$ cat src/rtl/seven_seg_pkg.sv
// Shared constants for the seven-segment display driver.
//   SEG_OFF : all segments dark (active-low encoding)
//   HEX7    : nibble -> active-low {g,f,e,d,c,b,a} pattern
//   hex7()  : table lookup helper
package seven_seg_pkg;

  localparam logic [6:0] SEG_OFF = 7'h7F;

  localparam logic [6:0] HEX7 [16] = '{
    7'h40, 7'h79, 7'h24, 7'h30, 7'h19, 7'h12, 7'h02, 7'h78,
    7'h00, 7'h10, 7'h08, 7'h03, 7'h46, 7'h21, 7'h06, 7'h0E
  };

  function automatic logic [6:0] hex7(input logic [3:0] nib);
    return HEX7[nib];
  endfunction

endpackage

$ cat src/rtl/seven_seg_mux_hex7_decode.sv
// Combinational hex nibble to seven-segment decoder.
//   nib_i : hex digit 0..F
//   seg_o : active-low segments {g,f,e,d,c,b,a}
module hex7_decode
  import seven_seg_pkg::*;
(
  input  logic [3:0] nib_i,
  output logic [6:0] seg_o
);

  assign seg_o = hex7(nib_i);

endmodule

$ cat src/rtl/seven_seg_mux.sv
// Time-multiplexed driver for an N-digit common-anode seven-segment display.
// Captures a packed hex word into shadow registers on load and scans one digit
// per refresh slot, with per-digit decimal point, blanking, leading-zero
// suppression and PWM brightness.
//   clk, reset   : clock, synchronous active-high reset
//   load         : capture value / dp_in / blank_in into shadows
//   value        : hex nibbles, digit 0 rightmost
//   dp_in        : per-digit decimal point enable
//   blank_in     : per-digit force dark
//   lz_blank     : suppress leading zeros
//   en           : anode enable (counters keep running when low)
//   bright       : PWM duty, digit lit while pwm count <= bright
//   seg, dp, an  : active-low segment, decimal point and anode pins
module seven_seg_mux
  import seven_seg_pkg::*;
#(
  parameter int NUM_DIGITS  = 4,
  parameter int REFRESH_DIV = 100000,
  parameter int BR_BITS     = 3
) (
  input  logic                    clk,
  input  logic                    reset,
  input  logic                    load,
  input  logic [4*NUM_DIGITS-1:0] value,
  input  logic [NUM_DIGITS-1:0]   dp_in,
  input  logic [NUM_DIGITS-1:0]   blank_in,
  input  logic                    lz_blank,
  input  logic                    en,
  input  logic [BR_BITS-1:0]      bright,
  output logic [6:0]              seg,
  output logic                    dp,
  output logic [NUM_DIGITS-1:0]   an
);

  localparam int DIV_W = $clog2(REFRESH_DIV);
  localparam int IDX_W = (NUM_DIGITS > 1) ? $clog2(NUM_DIGITS) : 1;

  logic [DIV_W-1:0]        div_cnt_q, div_cnt_d;
  logic [IDX_W-1:0]        idx_q, idx_d;
  logic                    gap_q, gap_d;
  logic [BR_BITS-1:0]      pwm_cnt_q, pwm_cnt_d;
  logic [4*NUM_DIGITS-1:0] sh_value_q, sh_value_d;
  logic [NUM_DIGITS-1:0]   sh_dp_q, sh_dp_d;
  logic [NUM_DIGITS-1:0]   sh_blank_q, sh_blank_d;
  logic [NUM_DIGITS-1:0]   an_q, an_d;
  logic [6:0]              seg_q, seg_d;
  logic                    dp_q, dp_d;

  logic                    tick;
  logic [3:0]              nib_sel;
  logic [6:0]              seg_dec;
  logic [NUM_DIGITS-1:0]   lzb;
  logic                    lit;

  assign tick = (div_cnt_q == DIV_W'(REFRESH_DIV - 1));

  // Counters and shadows
  always_comb begin
    div_cnt_d  = tick ? '0 : div_cnt_q + DIV_W'(1);
    idx_d      = idx_q;
    gap_d      = 1'b0;
    if (tick) begin
      idx_d = (idx_q == IDX_W'(NUM_DIGITS - 1)) ? '0 : idx_q + IDX_W'(1);
      gap_d = 1'b1;
    end
    pwm_cnt_d  = pwm_cnt_q + BR_BITS'(1);
    sh_value_d = load ? value    : sh_value_q;
    sh_dp_d    = load ? dp_in    : sh_dp_q;
    sh_blank_d = load ? blank_in : sh_blank_q;
  end

  // A digit is zero-suppressed only if it and every more significant digit
  // are zero; digit 0 always shows.
  always_comb begin
    logic all_zero;
    lzb      = '0;
    all_zero = lz_blank;
    for (int i = NUM_DIGITS - 1; i >= 1; i--) begin
      all_zero = all_zero & (sh_value_q[4*i +: 4] == 4'h0);
      lzb[i]   = all_zero;
    end
  end

  assign nib_sel = sh_value_q[{idx_q, 2'b00} +: 4];

  hex7_decode u_dec (
    .nib_i (nib_sel),
    .seg_o (seg_dec)
  );

  // Output stage: decoded from the current scan state, registered onto the pins.
  always_comb begin
    lit   = en & ~gap_q & ~sh_blank_q[idx_q] & (pwm_cnt_q <= bright);
    an_d  = lit ? ~(NUM_DIGITS'(1) << idx_q) : '1;
    seg_d = (sh_blank_q[idx_q] | lzb[idx_q]) ? SEG_OFF : seg_dec;
    dp_d  = ~(sh_dp_q[idx_q] & ~sh_blank_q[idx_q]);
  end

  always_ff @(posedge clk) begin
    if (reset) begin
      div_cnt_q  <= '0;
      idx_q      <= '0;
      gap_q      <= 1'b0;
      pwm_cnt_q  <= '0;
      sh_value_q <= '0;
      sh_dp_q    <= '0;
      sh_blank_q <= '1;
      an_q       <= '1;
      seg_q      <= SEG_OFF;
      dp_q       <= 1'b1;
    end else begin
      div_cnt_q  <= div_cnt_d;
      idx_q      <= idx_d;
      gap_q      <= gap_d;
      pwm_cnt_q  <= pwm_cnt_d;
      sh_value_q <= sh_value_d;
      sh_dp_q    <= sh_dp_d;
      sh_blank_q <= sh_blank_d;
      an_q       <= an_d;
      seg_q      <= seg_d;
      dp_q       <= dp_d;
    end
  end

  assign an  = an_q;
  assign seg = seg_q;
  assign dp  = dp_q;

endmodule

$ cat config.mk
export PLATFORM = sky130hd
export DESIGN_NAME = seven_seg_mux
export DESIGN_NICKNAME = d
export VERILOG_FILES = /design/src/rtl/seven_seg_pkg.sv /design/src/rtl/seven_seg_mux_hex7_decode.sv /design/src/rtl/seven_seg_mux.sv
export SDC_FILE = /design/constraint.sdc
export NUM_CORES = 1
export LEC_CHECK = 0
export ABC_AREA = 1
export BUFFER_PORTS_ARGS = -buffer_cell sky130_fd_sc_hd__buf_4
export CORE_AREA = 2 2 81 83
export CTS_CLUSTER_DIAMETER = 30
export CTS_CLUSTER_SIZE = 8
export DETAILED_ROUTE_END_ITERATION = 10
export DIE_AREA = 0 0 83 85
export MAX_ROUTING_LAYER = met4
export PLACE_DENSITY = 0.73
export RECOVER_POWER = 25
export SLEW_MARGIN = 20
export SYNTH_ARGS = -nofsm -noshare
export SYNTH_HDL_FRONTEND = slang
export SYNTH_SLANG_ARGS = --single-unit
$ cat constraint.sdc
create_clock -name clk -period 2.6 [get_ports clk]
set_clock_uncertainty 0.2 [all_clocks]
set_input_delay 0.26 -clock clk [delete_from_list [all_inputs] [get_ports clk]]
set_output_delay 0.26 -clock clk [all_outputs]
set_load 0.05 [all_outputs]
### Yosys cells after proc, flatten, opt, wreduce, memory -nomap -nowiden

Memory sizes are Yosys's and may differ from the RTL's. A register that Yosys moved wholly into a read port is not among the register bits.
Cells that the tools add are included.
Widths: inputs -> output; s select.

* add/subtract/negate cells: 3
* multiply operators: 0
* div/mod/pow operators: 0
* magnitude comparators: 2
* equality and inequality tests: 2
* shift-type cells: 2
* muxes and demuxes: 8
* bitwise operators: 14
* reduce and logical (&&, ||, !) cells: 6

Operators with widths (number)
* $add 17x1->17 const B: 1
* $eq 17x17->1 const B: 1
* $shiftx 16x5->4: 1
* $logic_not 4->1: 3
* $and 1x1->1: 7
* $bmux 1 s2: 3
* $reduce_or 2->1: 3
* $not 4->5: 1
* $mux 1: 4
* $not 1->1: 4
* $not 4->4: 1
* $shl 1x2->4 const A: 1
* $add 3x1->3 const B: 1
* $le 3x3->1: 1
* $lt 2x3->1 const B: 1
* $add 2x1->2 const B: 1
* $eq 2x2->1 const B: 1
* $mux 2: 1
* $or 1x1->1: 1

* bits in registers: 52
* bits in latches: 0
* bits in writable memories: 0
* ROM bits: 112
* bits of input ports: 32
* output and inout bits: 12
* logic and storage cells: 47
* memories: 1

Memories
* (name not given): depth 16, bits a word 7, read ports 1, clocked after Yosys merged registers in 1, wr ports 0, line seven_seg_pkg.sv:15 `return HEX7[nib];`

### Longest topological paths before layout

Gate-level depths: netlist of the first run.

* depth after elaboration: 8
* gate-level depth with buffers: 12
* depth with buffers taken out: 10

### Modules after synthesis

From an unflattened synthesis of the first run, not the netlist that was laid out.

* cell total of the unflattened synthesis: 407
* area, all modules: 3012.9 um2

Modules (own cells, without submodules)
* seven_seg_mux: instances 1, cells an instance 358, area an instance 2738.9 um2, seq. area each 1181.1 um2
* hex7_decode: instances 1, cells an instance 49, area an instance 274.0 um2, seq. area each 0.0 um2

### Worst setup path before layout of the first run

OpenSTA, ideal clock, no wires.

* kind: reg2reg
* start: register idx_q[0]
* end: register seg_q[3] (netlist: seg[3])
* setup time: 0.126 ns
* data arrival time: 1.472 ns
* required time: 2.274 ns
* path slack: 0.803 ns
* stages on the path, launching flop included: 13
* path buffers: 2
* period minus slack after synthesis: 1.797 ns
* cells stage by stage: dfxtp_1 buf_6 inv_2 buf_6 nand2_1 nand3_1 nand2_1 inv_1 ha_1 nand3_1 nand2_1 nand2_1 nand3_1

* cells in the longest elaborated chain, start to end: 4
* elaborated cells on any way between the ends: 8
* those cells by class: shift (1); mux (4); bitwise (2); reduce/logical (1)

RTL lines
* from (decl): line seven_seg_mux.sv:39 `logic [IDX_W-1:0] idx_q, idx_d;`
* from (signal assigned): line seven_seg_mux.sv:113 `idx_q <= idx_d;`
* $bmux 1 s2: line seven_seg_mux.sv:95 `seg_d = (sh_blank_q[idx_q] | lzb[idx_q]) ? SEG_OFF : seg_dec;`
* $mux 1 (not written as such): line seven_seg_mux.sv:95
* $or 1x1->1: line seven_seg_mux.sv:95
* $reduce_or 2->1 (no source line)
* to (decl): line seven_seg_mux.sv:46 `logic [6:0] seg_q, seg_d;`

Several ways; a longest one is shown, not always the timed one. The select of a mux whose other input is x is not followed.
A chain may end at the register's enable or synchronous reset.

### Final worst setup path of the first run

* start: register idx_q[1]
* end: register seg_q[0] (netlist: seg[0])

The elaborated chain is that of the path after synthesis.

==> metrics.cfg, run 1 <==
[timing]
worst_pin_slew_ns = 0.701
drv_slew = 0
tns_ns = 0
fin_crit_ns = 2.09
finalCritPeriodShare = 0.805
rsz0062_at_grt = no
fin_ws_ns = 0.508
final-hold-violation-count = 0
setup_viol = 0
fmax_mhz = 478
slew_headroom = 0.532

[pwr]
power_density_nw_per_um2 = 595
p_leak_nw = 1.58
power_mw = 2.13
vdd_drop_max_mv = 0.410

[finish]
fin_nets = 513
n_antenna_cell = 0
syn_to_final_growth_pct = 25.2
layout-drive-gt1-share = 0.130
fin_cells = 548

[worst_setup_path]
r2r_cells = 7
criticalPathCategory = register to register
worst_ep_required_time_ns = 2.62
timing.rr.start = idx_q[1]
worst_setup_path_start_kind = register
reg2reg_slack_ns = 0.51
r2r-end = seg[0]
crit_top_cell = nand3_1
slowest_stage = dfxtp_1
path_max_fanout = 14
endpoint_kind = register
critPathArrivalTime_ns = 2.11
cp_cell_sequence = inv_1, nand3_1, nand2_1, ha_1, nand3b_1, nand3_1, nand3_1
max_stage_delay_ns = 0.59
crit_start = idx_q[1]

[cts]
worstSkewPairLatency_ns = 0.34
path_clk_slew_ns = 0.07
cts_tree = yes
cts_buffer_depth = 2
cts_max_level = 3
cts_resized = 0
cts_buffers = 9
cts_root_buffer = clkbuf_8
cts_sinks = 59

[placement]
dp_hpwl_um = 4340
dp.cells = 514
gp_congestion = 0.937
port_buffers = 43
pre_cts_slack_ns = 0.531

[routing]
via_per_inst = 4.84
antenna_left = 0
drtPass1Iterations = 4
vias = 2655
wl_um = 6150
drt_iter0_markers = 122
drc = 0
routedWlPerCell_um = 11.2

[die]
start_util = 0.461
core_um2 = 6200
die_width_um = 83
dieHeight_um = 85
rows = 29
pin_count = 44
die_area_um2 = 7060

[synth]
synth_fp_nets = 450
synth-seq-area-share = 0.413
yosysWarnings = 0
syn_inst = 403
ys_seq_elements = 59
syn_avg_cell_area_um2 = 7.10
synth.distinct_cells = 25
syn_area_um2 = 2860

[hold_path]
holdCritPathClass = primary input to register
holdPathStages = 3
min_to = sh_value_q[7]
hold_start = value[7]

[status]
status = finished, final reports clean

[grt]
antenna_found_initial = 0
grtUsageTotal = 0.190
grt-ovfl-total = 0
grt_pass1_wl_um = 10900
grt_pass1_vias = 2512
grt_max_degree = 31

[flow_run]
cap_violations = 0

[sequential cells by signal, indices dropped and copies added (netlist names)]
signal,cells
seg,7
sh_dp_q,4
div_cnt_q,17
dp,1
idx_q,2
sh_value_q,16
sh_blank_q,4
pwm_cnt_q,3
gap_q,1
an,4
[stage by stage]
step | hold slack (ns) | area (um^2) | utilization
finish | 0.00605 | 3580 | 0.578
detailed placement | 0.242 | 3230 | 0.521
global route | 0.0251 | 3580 | 0.578
CTS | 0.00148 | 3640 | 0.586
floorplan | 0.127 | 2860 | -
global placement | 0.230 | 3230 | 0.521
[area by class of cell]
cell class	instances	area, um^2
clock buffer	9	124
multi-input combinational	295	1470
inverter	37	139
sequential	59	1180
clock inverter	7	103
tap	77	96.3
fill	597	2620
timing repair buffer	64	477
[cells in the final DEF, fill, tap and decap left out, types with 2 or more instances in the layout]
| master | instances |
|---|---|
| nand2_1 | 97 |
| nor3_1 | 2 |
| nand4_1 | 10 |
| inv_2 | 2 |
| clkbuf_1 | 13 |
| inv_1 | 35 |
| clkbuf_8 | 9 |
| nand3_1 | 47 |
| ha_1 | 15 |
| dlygate4sd3_1 | 18 |
| nor2_2 | 2 |
| o21ai_0 | 25 |
| xor2_1 | 6 |
| xnor2_1 | 2 |
| or2_2 | 2 |
| dfxtp_1 | 59 |
| nand3b_1 | 2 |
| nor2_1 | 62 |
| bufinv_16 | 2 |
| a21oi_1 | 16 |
| buf_4 | 33 |
| nand2_2 | 3 |
| clkinv_4 | 4 |
[report_power, final]
part | total [mW] | internal, mW | leakage (nW) | switching [mW]
Clock | 0.929 | 0.545 | 0.110 | 0.384
Sequential | 0.967 | 0.944 | 0.484 | 0.0234
Combinational | 0.237 | 0.103 | 0.986 | 0.134
Total | 2.13 | 1.59 | 1.58 | 0.541
[worst max-delay path, delay by kind of cell (launching register included)]
family,cells,cell delay (ns)
adder cells (fa/ha/maj),1,0.29
AND/OR/NAND/NOR,5,0.65
flip-flops,1,0.59
buffers and inverters,1,0.24
[metal layers]
metal | up-vias | global-route usage | routed length, um
li1 | 1421 | - | -
met1 | 1173 | 0.250 | 3050
met2 | 55 | 0.291 | 2770
met3 | 6 | 0.0477 | 272
met4 | 0 | 0.0537 | 55
met5 | - | - | 0
[timing repair]
| item | 4_1_cts | 5_1_grt |
|---|---|---|
| setup endpoints to repair | 0 | 0 |
| hold buffers | 18 | 0 |
| setup buffers | 0 | 0 |
| endpoints found under the hold margin | 21 | 0 |
[synthesized netlist by cell type]
library cell | n | area share
buf_2 | 4 | 0.0070
or2_0 | 1 | 0.0022
nand3_1 | 46 | 0.080
nor3_2 | 1 | 0.0035
nor2_1 | 62 | 0.081
buf_6 | 3 | 0.012
or2_2 | 2 | 0.0044
nor2_4 | 1 | 0.0039
nand3_2 | 1 | 0.0035
nand3b_1 | 2 | 0.0052
nand2_4 | 1 | 0.0039
a21oi_1 | 16 | 0.028
o21ai_0 | 25 | 0.044
nand2_1 | 97 | 0.13
inv_1 | 35 | 0.046
nor2_2 | 2 | 0.0044
inv_2 | 2 | 0.0026
dfxtp_1 | 59 | 0.41
nor3_1 | 2 | 0.0035
clkbuf_1 | 5 | 0.0066
nand4_1 | 10 | 0.022
xnor2_1 | 2 | 0.0061
ha_1 | 15 | 0.066
xor2_1 | 6 | 0.018
nand2_2 | 3 | 0.0066
[worst max-delay path by stage]
stage,endpoint
6_report,seg[0]
5_1_grt,seg[0]
4_1_cts,seg[0]
3_5_place_dp,seg[0]
3_3_place_gp,seg[3]
2_1_floorplan,seg[3]
[logic make-up after synthesis]
family,count (synthesis),synth area share
and+or+nand+nor,231,0.352
DFF,59,0.413
buffers and inverters,49,0.0739
AOI/OAI and AO/OA,41,0.0717
adders and majority gates,15,0.0656
xor gates and xnor gates,8,0.0245
Power figures use the tool's default switching activity.
==> run 2, diff against run 1 <==
- clock period: 2.6 -> 2 ns (I/O delays scaled with it)
==> run 2 against run 1 <==
Maximum frequency increased by 15%. Die area unchanged. Worst setup slack got worse by 0.33 ns. Sequential power increased by 30%. Critical path depth increased by 2. Clock power increased by 31%. Cell area increased by 3.0%. Non-clock buffer count increased by 11. Count of clock-buffer cells in the layout increased by 2. Power increased by 31%. Via count increased by 2.7%. Register-to-register slack got worse by 0.33 ns. Largest cell class unchanged. Largest power group unchanged. Highest routed layer unchanged.
==> metrics.cfg, run 2 (synthesis results as in run 1) <==
[die]
pin_count = 44
die_width_um = 83
rows = 29
die_area_um2 = 7060
core_um2 = 6200
dieHeight_um = 85
start_util = 0.461

[routing]
wl_um = 6440
vias = 2726
antenna_left = 0
via_per_inst = 4.88
drtPass1Iterations = 4
drc = 0
routedWlPerCell_um = 11.5
drt_iter0_markers = 92

[pwr]
vdd_drop_max_mv = 0.460
p_leak_nw = 1.64
switching_power_mw = 0.663
power_mw = 2.80
intPower_mw = 2.13
power_density_nw_per_um2 = 758
p_sw_frac = 0.237
clkPwrFrac = 0.435
p_comb_frac = 0.116
pwr-share-seq = 0.450

[timing]
slew_headroom = 0.595
finalCritPeriodShare = 0.911
tns_ns = 0
worst_pin_slew_ns = 0.611
setup_viol = 0
rsz0062_at_grt = no
drv_slew = 0
final-hold-violation-count = 0
fmax_mhz = 549
fin_crit_ns = 1.82

[finish]
fin_nets = 524
layout-drive-gt1-share = 0.137
layout_commonest_cell = nand2_1
largest_reg_flops = 17
layout_common_cells = nand2_1, nor2_1, dfxtp_1, nand3_1
fillers = 577
fin_cells = 559
fin_area_um2 = 3690
n_antenna_cell = 0
regMostFlops = div_cnt_q
final_util = 0.595
syn_to_final_growth_pct = 28.9

[worst_setup_path]
worst_setup_path_start_kind = register
endpoint_kind = register
criticalPathCategory = register to register
critPathBufInv = 2
slowest_stage = dfxtp_1
critPathTopFamily = simple AND/OR/NAND/NOR gates
path_max_fanout = 8
max_stage_delay_ns = 0.32
r2r_cells = 9
worst_ep_required_time_ns = 2.02
cp_cell_sequence = inv_1, nand3_1, nand2_1, inv_1, ha_1, nand3_1, nand2_1, nand2_1, nand3_1
cp.depth = 9
critPathArrivalTime_ns = 1.84

[grt]
grt-ovfl-total = 0
grt_pass1_vias = 2543
grt_max_degree = 30
grt_pass1_wl_um = 11100
antenna_found_initial = 0
grtUsageTotal = 0.198

[cts]
worstSkewPairLatency_ns = 0.34
cts_sinks = 59
cts_buffer_depth = 2
post-cts-setup-buffer-count = 0
cts_tree = yes
cts_buffers = 9
path_clk_slew_ns = 0.07
cts_max_level = 3
cts_root_buffer = clkbuf_8

[placement]
dp.cells = 517
gp_congestion = 0.871
dpl_cell_area_um2 = 3250
port_buffers = 43
dp_hpwl_um = 4350

[status]
status = finished, final reports clean

[flow_run]
cap_violations = 0

[hold_path]
holdCritPathClass = primary input to register
holdPathStages = 3

-- run 2: cell count changes in the layout (fill, tap and decap cells not counted) --
cell           change
dlygate4sd3_1      +8
clkinv_4           -4
clkinv_2           +3
buf_4              +2
clkbuf_8           +2
clkbuf_2           +1
clkinvlp_4         -1
dfxtp_1            -1
dfxtp_2            +1
nand3_1            -1
nand3_2            +1
-- run 2: worst register-to-register path: stages, from the launching register on --
cell and delay, ns:
dfxtp_1 0.32, inv_1 0.21, nand3_1 0.11, nand2_1 0.20, inv_1 0.12, ha_1 0.23
nand3_1 0.12, nand2_1 0.07, nand2_1 0.06, nand3_1 0.07
-- run 2: what timing repair did --
item,in CTS,in global routing
setup endpoints to repair,0,3
endpoints found under the hold margin,32,0
hold buffers,26,0
resized for setup,0,1
-- run 2: area by class of cell --
type	instances	area (um^2)	share of cell area
clock buffer	11	151	0.0410
clock inverter	5	75.1	0.0203
inverter	37	139	0.0376
multi-input combinational	295	1470	0.398
sequential	59	1180	0.320
tap	77	96.3	0.0261
timing repair buffer	75	577	0.156
-- run 2: through the flow --
stage,hold slack [ns],setup slack (ns)
finish,0.0182,0.178
global route,0.0350,0.00667
CTS,0.00434,0.112
detailed placement,0.205,0.137
global placement,0.201,0.219
floorplan,0.0667,0.203
-- run 2: per-layer routing --
layer,up-vias,global-route usage,wire (um)
met5,-,-,0
met3,8,0.0496,291
met4,0,0.0715,88
met1,1216,0.252,3120
li1,1445,-,-
met2,57,0.305,2940
-- run 2: power groups by stage --
stage                     Sequential, mW  Clock, mW  Combinational (mW)
after floorplan                     1.30          0               0.165
after CTS                           1.26       1.24               0.330
final                               1.26       1.22               0.323
after global routing                1.26       1.30               0.366
after global placement              1.28          0               0.279
after detailed placement            1.28          0               0.286
-- run 2: path summary, 6_finish.rpt --
kind / start / slack, ns / end
worst max-delay path: idx_q[1] / 0.18 / seg[5]
worst min-delay path: load / 0.02 / sh_blank_q[3]
worst min register to register: div_cnt_q[0] / 0.25 / div_cnt_q[0]
worst max register to register: idx_q[1] / 0.18 / seg[5]
